### src/rtl/pc_redirect_ctrl.sv
// Fetch-stage redirect/stall sequencer for programCounter.
// Arbitrates trap, branch and jump redirects; holds and drains.
module pc_redirect_ctrl #(
  parameter logic [31:0] TRAP_VECTOR = 32'h0000_0040,
  parameter int unsigned TRAP_DRAIN  = 3
) (
  input  logic        clk,
  input  logic        rst_n,
  input  logic [31:0] pc_curr,
  input  logic        imem_busy,
  input  logic        hazard_stall,
  input  logic        br_taken,
  input  logic [31:0] br_target,
  input  logic        jmp_req,
  input  logic [31:0] jmp_target,
  input  logic        trap_req,
  output logic        stall,
  output logic        jump_cs,
  output logic [31:0] next_pc,
  output logic        flush_ifid,
  output logic        flush_idex,
  output logic        redirect_pending,
  output logic [31:0] epc
);

  typedef enum logic [1:0] {
    RUN   = 2'd0,
    HOLD  = 2'd1,
    DRAIN = 2'd2
  } state_t;

  localparam logic [3:0] DRAIN_INIT = 4'(TRAP_DRAIN - 1);

  state_t      state_q, state_d;
  logic [31:0] pend_q, pend_d;
  logic [31:0] epc_q, epc_d;
  logic [3:0]  cnt_q, cnt_d;
  logic        has_req;
  logic [31:0] req_tgt;

  // Winner among branch and jump; the branch wins.
  assign has_req = br_taken | jmp_req;
  assign req_tgt = br_taken ? br_target : jmp_target;
  assign epc     = epc_q;

  // State register with synchronous active-low reset.
  always_ff @(posedge clk) begin
    if (!rst_n) begin
      state_q <= RUN;
      pend_q  <= '0;
      epc_q   <= '0;
      cnt_q   <= '0;
    end else begin
      state_q <= state_d;
      pend_q  <= pend_d;
      epc_q   <= epc_d;
      cnt_q   <= cnt_d;
    end
  end

  // Next-state and output decode.
  always_comb begin
    state_d          = state_q;
    pend_d           = pend_q;
    epc_d            = epc_q;
    cnt_d            = cnt_q;
    stall            = 1'b0;
    jump_cs          = 1'b0;
    next_pc          = '0;
    flush_ifid       = 1'b0;
    flush_idex       = 1'b0;
    redirect_pending = 1'b0;
    if (!rst_n) begin
      stall      = 1'b1;
      flush_ifid = 1'b1;
      flush_idex = 1'b1;
    end else begin
      unique case (state_q)
        DRAIN: begin
          flush_ifid = 1'b1;
          flush_idex = 1'b1;
          if (cnt_q != '0) begin
            stall = 1'b1;
            cnt_d = cnt_q - 4'd1;
          end else if (!imem_busy) begin
            jump_cs = 1'b1;
            next_pc = TRAP_VECTOR;
            state_d = RUN;
          end else begin
            stall   = 1'b1;
            pend_d  = TRAP_VECTOR;
            state_d = HOLD;
          end
        end
        HOLD: begin
          redirect_pending = 1'b1;
          if (trap_req) begin
            stall      = 1'b1;
            flush_ifid = 1'b1;
            flush_idex = 1'b1;
            epc_d      = pc_curr;
            cnt_d      = DRAIN_INIT;
            pend_d     = '0;
            state_d    = DRAIN;
          end else begin
            flush_ifid = has_req;
            flush_idex = br_taken;
            if (has_req) pend_d = req_tgt;
            if (imem_busy) begin
              stall = 1'b1;
            end else begin
              jump_cs = 1'b1;
              next_pc = has_req ? req_tgt : pend_q;
              state_d = RUN;
            end
          end
        end
        default: begin
          if (trap_req) begin
            stall      = 1'b1;
            flush_ifid = 1'b1;
            flush_idex = 1'b1;
            epc_d      = pc_curr;
            cnt_d      = DRAIN_INIT;
            state_d    = DRAIN;
          end else if (has_req) begin
            flush_ifid = 1'b1;
            flush_idex = br_taken;
            if (imem_busy) begin
              stall   = 1'b1;
              pend_d  = req_tgt;
              state_d = HOLD;
            end else begin
              jump_cs = 1'b1;
              next_pc = req_tgt;
            end
          end else if (imem_busy || hazard_stall) begin
            stall      = 1'b1;
            flush_idex = hazard_stall;
          end
        end
      endcase
    end
  end

endmodule

### config.mk
export PLATFORM = sky130hd
export DESIGN_NAME = pc_redirect_ctrl
export DESIGN_NICKNAME = d
export VERILOG_FILES = /design/src/rtl/pc_redirect_ctrl.sv
export SDC_FILE = /design/constraint.sdc
export NUM_CORES = 1
export LEC_CHECK = 0
export ABC_AREA = 1
export BUFFER_PORTS_ARGS = -buffer_cell sky130_fd_sc_hd__clkbuf_2
export CAP_MARGIN = 10
export CORE_MARGIN = 2
export CORE_UTILIZATION = 50
export CTS_BUF_LIST = sky130_fd_sc_hd__clkbuf_8
export DETAILED_ROUTE_END_ITERATION = 8
export GPL_ROUTABILITY_DRIVEN = 0
export PLACE_DENSITY = 0.81
export SYNTH_ARGS = -nofsm -noshare
export SYNTH_HDL_FRONTEND = slang
export SYNTH_SLANG_ARGS = --single-unit
### constraint.sdc
create_clock -name clk -period 1.8 [get_ports clk]
set_input_delay 0 -clock clk [delete_from_list [all_inputs] [get_ports clk]]
set_output_delay 0 -clock clk [all_outputs]
set_load 0.03 [all_outputs]
==> insert_results.sql, run 1 <==
INSERT INTO impl_metrics (metric_group, metric, value, unit) VALUES
('route', 'routed_wirelength', '14400', 'µm'),
('synthesis', 'netlist_top_cells_area', 'dfxtp_1 31%, nand2_1 31%, nor2_1 12%', ''),
('global_routing', 'grt_antenna_before_repair', '0', ''),
('floorplan', 'die_h', '98.7', 'µm'),
('final_layout', 'area_delta_synth_final', '48.5', '%'),
('timing', 'timing.clock.skew', '0.00752', 'ns'),
('clock_tree', 'cts_inserted_buffers', '9', ''),
('placement', 'portBuffers', '171', ''),
('synthesis', 'post_synth_inst_count', '813', ''),
('setup_path', 'worst-path-buf-inv', '5', ''),
('final_layout', 'diodes', '0', ''),
('timing', 'setup_viol', '31', ''),
('final_layout', 'final_layout_size_suffix_gt1_frac', '0.296', ''),
('synthesis', 'synth.net_count', '920', ''),
('timing', 'timing.setup.tns', '-1.82', 'ns'),
('global_routing', 'track_usage', '0.290', ''),
('worst_hold_path', 'worstHoldPathType', 'in2reg', ''),
('synthesis', 'synthDominantAreaCellType', 'dfxtp_1', ''),
('setup_path', 'worstSetupEndpointType', 'output port', ''),
('timing', 'fmaxAchievable', '523', 'MHz'),
('setup_path', 'critPathMaxFanout', '11', ''),
('route', 'drtPass1Iterations', '5', ''),
('setup_path', 'crit_path_start_kind', 'flip-flop', ''),
('clock_tree', 'htreeDepth', '3', ''),
('route', 'viasPerCell', '5.00', ''),
('outcome', 'failed_checks', 'setup timing', ''),
('synthesis', 'ys.flop_type', 'dfxtp_1', ''),
('setup_path', 'worst_path_max_delay_cell', 'dfxtp_2', ''),
('synthesis', 'synth.yosys.warnings', '0', ''),
('floorplan', 'die_width', '98.7', 'µm'),
('timing', 'worst_max_slew_pin_slew', '0.537', 'ns'),
('timing', 'whs', '0.0656', 'ns'),
('synthesis', 'ys_top_cells_by_count', '369 x nand2_1, 142 x nor2_1, 70 x dfxtp_1', ''),
('timing', 'timing.slew.headroom', '0.641', ''),
('synthesis', 'async_flop_share', '0', ''),
('setup_path', 'worst_ep_arrival_time', '1.91', 'ns'),
('synthesis', 'netlist_area', '0.00448', 'mm²'),
('power', 'power_density', '1310', 'mW/mm²'),
('job', 'timing.max_cap.violations', '0', ''),
('synthesis', 'yosys.area.top_type_share', '0.313', ''),
('timing', 'finalWorstPathRequiredPeriod', '1.91', 'ns'),
('route', 'drc', '0', ''),
('floorplan', 'start_util', '0.514', ''),
('timing', 'count_of_pins_over_their_slew_limit', '0', ''),
('timing', 'setup_repair_after_global_routing_missed_its_margin', 'yes', ''),
('global_routing', 'grt_first_pass_wirelength', '23400', 'µm'),
('setup_path', 'critical_path_class', 'reg2out', ''),
('placement', 'hpwl', '8710', 'µm'),
('setup_path', 'slowest_delay', '0.34', 'ns'),
('final_layout', 'finalNonFillerCells', '1124', ''),
('route', 'route.detailed.wl_per_inst', '12.8', 'µm'),
('synthesis', 'synth-seq-area-share', '0.313', ''),
('timing', 'least_setup_slack_across_all_paths_after_layout', '-0.111', 'ns'),
('global_routing', 'global_route.overflow_total', '0', ''),
('synthesis', 'syn_area_per_cell', '5.52', 'µm²'),
('floorplan', 'core.rowCount', '34', ''),
('clock_tree', 'clk_root_buffer_cell', 'clkbuf_8', ''),
('global_routing', 'first_global_vias', '5149', ''),
('final_layout', 'final_util', '0.764', ''),
('clock_tree', 'cts-root-to-sink-buffers', '2', ''),
('setup_path', 'timing.critical_path.required', '1.80', 'ns'),
('placement', 'post-place-cells', '1066', ''),
('outcome', 'status', 'finished, violations left', ''),
('power', 'power.ir.vdd_worst', '1.02', 'mV'),
('synthesis', 'synth_edf_count', '0', ''),
('setup_path', 'cpLargestDelayFamily', 'buffers and inverters', ''),
('setup_path', 'critPathMostFrequentCell', 'buf_12', ''),
('clock_tree', 'cts.clk_slew.worst_paths', '0.08', 'ns'),
('global_routing', 'maximum_number_of_pins_on_one_net_before_global_route_repair', '53', ''),
('power', 'sw_power', '0.00405', 'W'),
('clock_tree', 'clock_tree_from_tritoncts', 'yes', '');
-- sequential cells by signal, summed over array words and instances, names as in the netlist --
signal and flops:
cnt_q 4, epc 32, pend_q 32, state_q 2
-- tightest hold or removal path, stage by stage --
cell and delay (ns):
clkbuf_2 0.12, a21oi_1 0.08, nand2_1 0.06, nand2_1 0.04, nor2_1 0.07
-- what timing repair did --
action                                  in CTS  in global routing
endpoints found under the setup margin      34                 34
hold endpoints to repair                    32                  0
pin swaps                                   14                 23
gates resized for setup                     93                 35
cloned                                       4                  0
hold buffers                                32                  0
buffers inserted                             6                  0
-- metrics by stage --
step / instance area [µm²] / total power [W]
floorplan: 4600 / 0.00561
global placement: 5570 / 0.00660
detailed placement: 5570 / 0.00668
CTS: 6560 / 0.00854
global route: 6660 / 0.00939
finish: 6660 / 0.00870
-- layout by cell type (no fill, tap or decap), types with 11 or more instances in the layout --
cell	synthesis	routed
a21oi_2	0	31
buf_4	1	23
clkbuf_2	0	137
clkbuf_8	0	39
dfxtp_1	70	68
dlygate4sd3_1	0	32
inv_1	46	43
nand2_1	369	347
nand2_2	1	23
nand3_1	43	32
nand3_2	0	11
nor2_1	142	141
o21ai_0	37	37
-- cells by family after synthesis --
logic type / Yosys count / synth area share
and+or+nand+nor: 560 / 0.487
buffers and inverters: 99 / 0.0974
AOI/OAI and AO/OA: 79 / 0.0898
DFF: 70 / 0.312
adders and majority gates: 4 / 0.0112
xor gates and xnor gates: 1 / 0.00195
-- cell type report --
cell class	instances	area, µm²
inverters	49	189
fillers	686	2060
clock inverters	7	73.8
clock buffers	9	124
repair buffers	237	1820
flip-flops and latches	70	1400
well taps	108	135
multi-input cells	644	2920
-- power by group through the flow --
stage,Combinational (W),Clock (W),Sequential [W]
after global routing,0.00560,0.00137,0.00242
after global placement,0.00425,0,0.00235
final,0.00505,0.00129,0.00236
after floorplan,0.00300,0,0.00261
after CTS,0.00488,0.00131,0.00235
after detailed placement,0.00431,0,0.00237
-- layer usage --
layer,up-vias,wire [µm]
met1,2484,6010
met3,48,878
met5,-,0
met2,202,7030
li1,2884,-
met4,0,439
-- path summary, 6_finish.rpt --
path	startpoint	end	slack (ns)	depth (start not counted)
max	state_q[0]	next_pc[31]	-0.11	9
min	imem_busy	state_q[0]	0.07	5
max reg2reg	state_q[0]	state_q[0]	0.16	12
min reg2reg	cnt_q[0]	cnt_q[0]	0.46	1
Note: power is estimated with default switching activity, not from simulation.
==> inputs of run 2 (changes only) <==
==> constraint.sdc (replaced) <==
create_clock -name clk -period 2.3 [get_ports clk]
set_input_delay 0 -clock clk [delete_from_list [all_inputs] [get_ports clk]]
set_output_delay 0 -clock clk [all_outputs]
set_load 0.03 [all_outputs]
==> run 2 against run 1 <==
  * The run now ends clean
  * Global-route usage decreased by 3.0 points
  * Final cell count is 1.5% lower
  * Non-clock buffer count fell by 17
  * First-iteration DRC count shrank 26%
  * Die area stayed put
  * Largest power group unchanged
==> insert_results.sql, run 2 (synthesis results as in run 1) <==
INSERT INTO impl_metrics (metric_group, metric, value, unit) VALUES
('floorplan', 'core.rowCount', '34', ''),
('clock_tree', 'clk_latency', '0.35', 'ns'),
('setup_path', 'crit_path_start_kind', 'flip-flop', ''),
('timing', 'setup_repair_after_global_routing_missed_its_margin', 'no', ''),
('global_routing', 'first_global_vias', '4819', ''),
('clock_tree', 'cts.clk_slew.worst_paths', '0.08', 'ns'),
('route', 'drtPass1Iterations', '5', ''),
('final_layout', 'final_layout_size_suffix_gt1_frac', '0.213', ''),
('timing', 'timing.clock.skew', '0.0173', 'ns'),
('final_layout', 'final_util', '0.676', ''),
('power', 'total_leakage_power', '3.32', 'nW'),
('timing', 'finalWorstPathRequiredPeriod', '2.14', 'ns'),
('final_layout', 'number_of_nets_in_the_layout', '1101', ''),
('floorplan', 'start_util', '0.514', ''),
('floorplan', 'design.die.area', '0.00974', 'mm²'),
('route', 'dr.first_iter.drc_count', '220', ''),
('timing', 'timing.setup.tns', '0', 'ns'),
('timing', 'fmaxAchievable', '467', 'MHz'),
('route', 'number_of_nets_still_failing_antenna_checks_after_routing', '0', ''),
('outcome', 'status', 'finished, final reports clean', ''),
('floorplan', 'die_width', '98.7', 'µm'),
('global_routing', 'track_usage', '0.260', ''),
('final_layout', 'layout_common_cells', '368 x nand2_1, 171 x clkbuf_2, 141 x nor2_1, 70 x dfxtp_1, 46 x inv_1', ''),
('global_routing', 'grt_first_pass_wirelength', '21400', 'µm'),
('floorplan', 'core_area', '0.00872', 'mm²'),
('setup_path', 'worst_ep_arrival_time', '2.14', 'ns'),
('setup_path', 'worst_path_max_delay_cell', 'dfxtp_1', ''),
('clock_tree', 'cts-root-to-sink-buffers', '2', ''),
('final_layout', 'area_delta_synth_final', '31.4', '%'),
('timing', 'setup_viol', '0', ''),
('timing', 'whs', '0.0752', 'ns'),
('setup_path', 'worstSetupEndpointType', 'output port', ''),
('timing', 'hold_viol', '0', ''),
('job', 'timing.max_cap.violations', '0', ''),
('clock_tree', 'clk_root_buffer_cell', 'clkbuf_8', ''),
('route', 'drc', '0', ''),
('placement', 'hpwl', '8330', 'µm'),
('worst_hold_path', 'worstHoldPathType', 'in2reg', ''),
('timing', 'count_of_pins_over_their_slew_limit', '0', ''),
('setup_path', 'timing.critical_path.required', '2.30', 'ns'),
('global_routing', 'maximum_number_of_pins_on_one_net_before_global_route_repair', '57', ''),
('global_routing', 'grt_antenna_before_repair', '0', ''),
('placement', 'portBuffers', '171', ''),
('clock_tree', 'clock_tree_from_tritoncts', 'yes', ''),
('setup_path', 'slowest_delay', '0.36', 'ns'),
('setup_path', 'critPathMaxFanout', '13', ''),
('final_layout', 'diodes', '0', ''),
('final_layout', 'final_common_cell', 'nand2_1', ''),
('clock_tree', 'htreeDepth', '3', ''),
('placement', 'placedInstanceArea', '0.00537', 'mm²'),
('floorplan', 'floorplan.io_pins', '172', ''),
('route', 'route.detailed.wl_per_inst', '11.5', 'µm'),
('setup_path', 'critPathMostFrequentCell', 'buf_4', ''),
('timing', 'final.period_utilization', '0.932', ''),
('timing', 'timing.slew.headroom', '0.684', ''),
('route', 'routed_wirelength', '12700', 'µm'),
('timing', 'worst_max_slew_pin_slew', '0.473', 'ns'),
('power', 'power_density', '1040', 'mW/mm²'),
('route', 'detailroute.via_count', '5365', ''),
('setup_path', 'critical_path_class', 'reg2out', ''),
('global_routing', 'global_route.overflow_total', '0', ''),
('final_layout', 'final_design_area_no_fill', '0.00589', 'mm²'),
('power', 'power.ir.vdd_worst', '0.693', 'mV'),
('floorplan', 'die_h', '98.7', 'µm'),
('setup_path', 'timing.critical_path.cells', 'inv_1 > ha_1 > buf_4 > nor3_4 > buf_4 > nand2_1 > a21oi_1 > clkbuf_2', ''),
('clock_tree', 'cts_inserted_buffers', '9', ''),
('route', 'viasPerCell', '4.85', ''),
('clock_tree', 'clock_sinks', '70', '');
==> run 2: timing repair <==
item / 4_1_cts / 5_1_grt
hold endpoints to repair: 32 / 0
resized for setup: 0 / 2
setup buffers: 0 / 0
hold buffers: 32 / 0
endpoints found under the setup margin: 0 / 4
==> run 2: worst max-delay path, delay by kind of cell (launching register included) <==
| kind | cells | cell delay, ns |
|---|---|---|
| AOI/OAI and AO/OA | 1 | 0.14 |
| and+or+nand+nor | 2 | 0.28 |
| DFF | 1 | 0.36 |
| buffers and inverters | 4 | 0.71 |
| adders and majority gates | 1 | 0.30 |
==> run 2: power breakdown <==
group	switching, W	internal, W	leakage (nW)	total [W]
sequential	0.000209	0.00163	0.580	0.00184
clock	0.000550	0.000428	0.101	0.000977
combinational	0.00220	0.00111	2.64	0.00331
total	0.00296	0.00317	3.32	0.00613
==> run 2: worst paths after layout <==
kind	start	end	slack, ns	depth (start not counted)
setup / recovery	state_q[0]	next_pc[12]	0.16	8
hold / removal	imem_busy	state_q[0]	0.08	5
setup reg to reg	state_q[0]	pend_q[7]	0.49	11
hold reg to reg	cnt_q[0]	cnt_q[0]	0.46	1
==> run 2: routing by layer <==
metal	routed length, µm	track usage	share of wire	vias to the layer above
li1	-	-	-	2855
met1	5620	0.335	0.44	2307
met2	6030	0.442	0.47	179
met3	784	0.0397	0.062	24
met4	294	0.0969	0.023	0
met5	0	0	0	-
==> run 2: layout make-up <==
type / count / area, µm²
Clock buffer: 9 / 124
Clock inverter: 7 / 68.8
Tap cell: 108 / 135
Sequential cell: 70 / 1400
Fill cell: 819 / 2830
Timing Repair Buffer: 220 / 1320
Multi-Input combinational cell: 644 / 2660
Inverter: 49 / 184
==> run 2: per-stage QoR <==
step / setup WS [ns] / std cells / power (W)
finish: 0.157 / 1107 / 0.00613
global route: 0.0311 / 1107 / 0.00671
CTS: 0.124 / 1107 / 0.00611
detailed placement: 0.503 / 1059 / 0.00508
global placement: 0.558 / 1059 / 0.00503
floorplan: 0.299 / 813 / 0.00434
==> inputs of run 3 (changes only) <==
--- a/config.mk
+++ b/config.mk
@@ -9,11 +9,10 @@
 export BUFFER_PORTS_ARGS = -buffer_cell sky130_fd_sc_hd__clkbuf_2
 export CAP_MARGIN = 10
 export CORE_MARGIN = 2
-export CORE_UTILIZATION = 50
+export CORE_UTILIZATION = 25
 export CTS_BUF_LIST = sky130_fd_sc_hd__clkbuf_8
 export DETAILED_ROUTE_END_ITERATION = 8
 export GPL_ROUTABILITY_DRIVEN = 0
-export PLACE_DENSITY = 0.81
 export SYNTH_ARGS = -nofsm -noshare
 export SYNTH_HDL_FRONTEND = slang
 export SYNTH_SLANG_ARGS = --single-unit
==> run 3 against run 2 <==
  * Non-clock buffer count grew 2
  * Sequential share of layout area decreased by 0.79 points
  * Routed wire length grew 15%
  * Critical endpoint is now next_pc[17]
  * Final area rose by 3.4%
  * Largest cell class unchanged
  * Global-route usage down 11 points
  * Worst setup slack gained 0.026 ns
  * First-iteration DRC count up 43%
  * Sequential power about the same
==> insert_results.sql, run 3 (synthesis results as in run 1) <==
INSERT INTO impl_metrics (metric_group, metric, value, unit) VALUES
('route', 'viasPerCell', '4.40', ''),
('global_routing', 'global_route.overflow_total', '0', ''),
('route', 'drc', '0', ''),
('placement', 'portBuffers', '171', ''),
('clock_tree', 'cts_inserted_buffers', '9', ''),
('final_layout', 'diodes', '0', ''),
('timing', 'finalWorstPathRequiredPeriod', '2.12', 'ns'),
('power', 'power_density', '1020', 'mW/mm²'),
('timing', 'timing.slew.headroom', '0.500', ''),
('power', 'share_comb_of_total_power', '0.551', ''),
('power', 'total_leakage_power', '3.35', 'nW'),
('timing', 'worst_max_slew_pin_slew', '0.750', 'ns'),
('route', 'dr.first_iter.drc_count', '314', ''),
('global_routing', 'grt_antenna_before_repair', '0', ''),
('clock_tree', 'htreeDepth', '3', ''),
('setup_path', 'critPathMaxFanout', '15', ''),
('timing', 'timing.clock.skew', '0.0103', 'ns'),
('final_layout', 'final_layout_size_suffix_gt1_frac', '0.212', ''),
('timing', 'setup_viol', '0', ''),
('floorplan', 'core_area', '0.0174', 'mm²'),
('route', 'route.detailed.wl_per_inst', '12.0', 'µm'),
('floorplan', 'design.die.area', '0.0190', 'mm²'),
('floorplan', 'die_width', '138', 'µm'),
('final_layout', 'number_of_nets_in_the_layout', '1103', ''),
('clock_tree', 'cts.clk_slew.worst_paths', '0.08', 'ns'),
('global_routing', 'first_global_vias', '4565', ''),
('job', 'timing.max_cap.violations', '0', ''),
('setup_path', 'critical_path.reg2reg.startpoint', 'state_q[0]', ''),
('global_routing', 'grt_first_pass_wirelength', '22500', 'µm'),
('timing', 'count_of_pins_over_their_slew_limit', '0', ''),
('floorplan', 'die_h', '138', 'µm'),
('placement', 'post-place-cells', '1177', ''),
('final_layout', 'layout_common_cells', '368 x nand2_1, 168 x clkbuf_2, 141 x nor2_1, 70 x dfxtp_1, 48 x inv_1', ''),
('route', 'number_of_nets_still_failing_antenna_checks_after_routing', '0', ''),
('setup_path', 'timing.critical_path.required', '2.30', 'ns'),
('setup_path', 'critical_path_class', 'reg2out', ''),
('setup_path', 'worst_ep_arrival_time', '2.12', 'ns'),
('final_layout', 'area_of_all_sequential_standard_cells', '0.00140', 'mm²'),
('power', 'pwr-share-clk', '0.155', ''),
('final_layout', 'final_common_cell', 'nand2_1', ''),
('floorplan', 'core.rowCount', '48', ''),
('clock_tree', 'clk_root_buffer_cell', 'clkbuf_8', ''),
('setup_path', 'crit_path_start_kind', 'flip-flop', ''),
('power', 'power.switching_fraction', '0.473', ''),
('setup_path', 'worstSetupEndpointType', 'output port', ''),
('timing', 'setup_repair_after_global_routing_missed_its_margin', 'no', ''),
('floorplan', 'start_util', '0.257', ''),
('power', 'power.ir.vdd_worst', '0.504', 'mV'),
('final_layout', 'fillers', '1923', ''),
('route', 'drtPass1Iterations', '5', ''),
('timing', 'final.period_utilization', '0.920', ''),
('setup_path', 'critical_path.startpoint', 'state_q[0]', ''),
('timing', 'timing.setup.tns', '0', 'ns'),
('floorplan', 'floorplan.io_pins', '172', ''),
('global_routing', 'track_usage', '0.152', ''),
('final_layout', 'area_delta_synth_final', '35.9', '%'),
('outcome', 'status', 'finished, final reports clean', ''),
('timing', 'whs', '0.105', 'ns'),
('route', 'detailroute.via_count', '5390', ''),
('placement', 'hpwl', '10000', 'µm'),
('timing', 'fmaxAchievable', '473', 'MHz'),
('power', 'sw_power', '0.00294', 'W'),
('global_routing', 'maximum_number_of_pins_on_one_net_before_global_route_repair', '75', ''),
('clock_tree', 'cts-root-to-sink-buffers', '2', ''),
('final_layout', 'finalNonFillerCells', '1225', ''),
('clock_tree', 'clock_tree_from_tritoncts', 'yes', ''),
('final_layout', 'multi_input_area', '0.00267', 'mm²'),
('clock_tree', 'clock_sinks', '70', ''),
('route', 'routed_wirelength', '14600', 'µm'),
('clock_tree', 'post-cts-setup-buffer-count', '0', ''),
('timing', 'hold_viol', '0', ''),
('power', 'power.sequential.fraction', '0.294', ''),
('final_layout', 'final_util', '0.350', ''),
('clock_tree', 'clk_latency', '0.36', 'ns'),
('power', 'power_report.internal_total', '0.00328', 'W'),
('worst_hold_path', 'worstHoldPathType', 'in2reg', ''),
('worst_hold_path', 'hold_start', 'jmp_target[2]', '');
run 3: area by class of cell:
cell class              instances  share of cell area
clock buffers                   9              0.0203
inverters                      49              0.0302
multi-input cells             644               0.437
flip-flops and latches         70               0.230
repair buffers                222               0.227
clock inverters                 6             0.00924
well taps                     225              0.0462
run 3: worst paths after layout:
check | slack (ns) | cells past startpoint | endpoint
setup / recovery | 0.18 | 8 | next_pc[17]
hold / removal | 0.11 | 7 | pend_q[2]
setup reg to reg | 0.49 | 11 | pend_q[23]
hold reg to reg | 0.45 | 1 | cnt_q[0]
run 3: power groups by stage:
stage	Clock [W]	Sequential, W	Combinational [W]
final	0.000965	0.00183	0.00343
after floorplan	0	0.00205	0.00230
after detailed placement	0	0.00186	0.00338
after global routing	0.00106	0.00188	0.00390
after CTS	0.00101	0.00183	0.00344
after global placement	0	0.00185	0.00333
run 3: worst max-delay path, cell delays in order, from the launching register on:
cell and delay (ns):
dfxtp_1 0.36, inv_1 0.05, ha_2 0.37, inv_1 0.12
nor2_4 0.12, buf_6 0.20, nand3_1 0.09, a21oi_1 0.20
clkbuf_2 0.25
run 3: stage by stage:
stage,total power [W],worst slack [ns],instance area (µm²)
6_report,0.00623,0.184,6100
5_1_grt,0.00684,0.0140,6100
2_1_floorplan,0.00434,0.299,4480
3_3_place_gp,0.00519,0.520,5570
4_1_cts,0.00628,0.0744,6080
3_5_place_dp,0.00524,0.443,5570
run 3: what timing repair did:
item | CTS | global route
hold endpoints to repair | 33 | 0
hold buffers | 33 | 0
endpoints found under the setup margin | 0 | 30
gates resized for setup | 0 | 8
run 3: metal layers:
layer	vias to the layer above	GRT usage	part of all wire
met1	2348	0.190	0.46
met2	172	0.248	0.44
met4	0	0.0380	0.011
li1	2862	-	-
met3	8	0.0552	0.085
met5	-	0	0
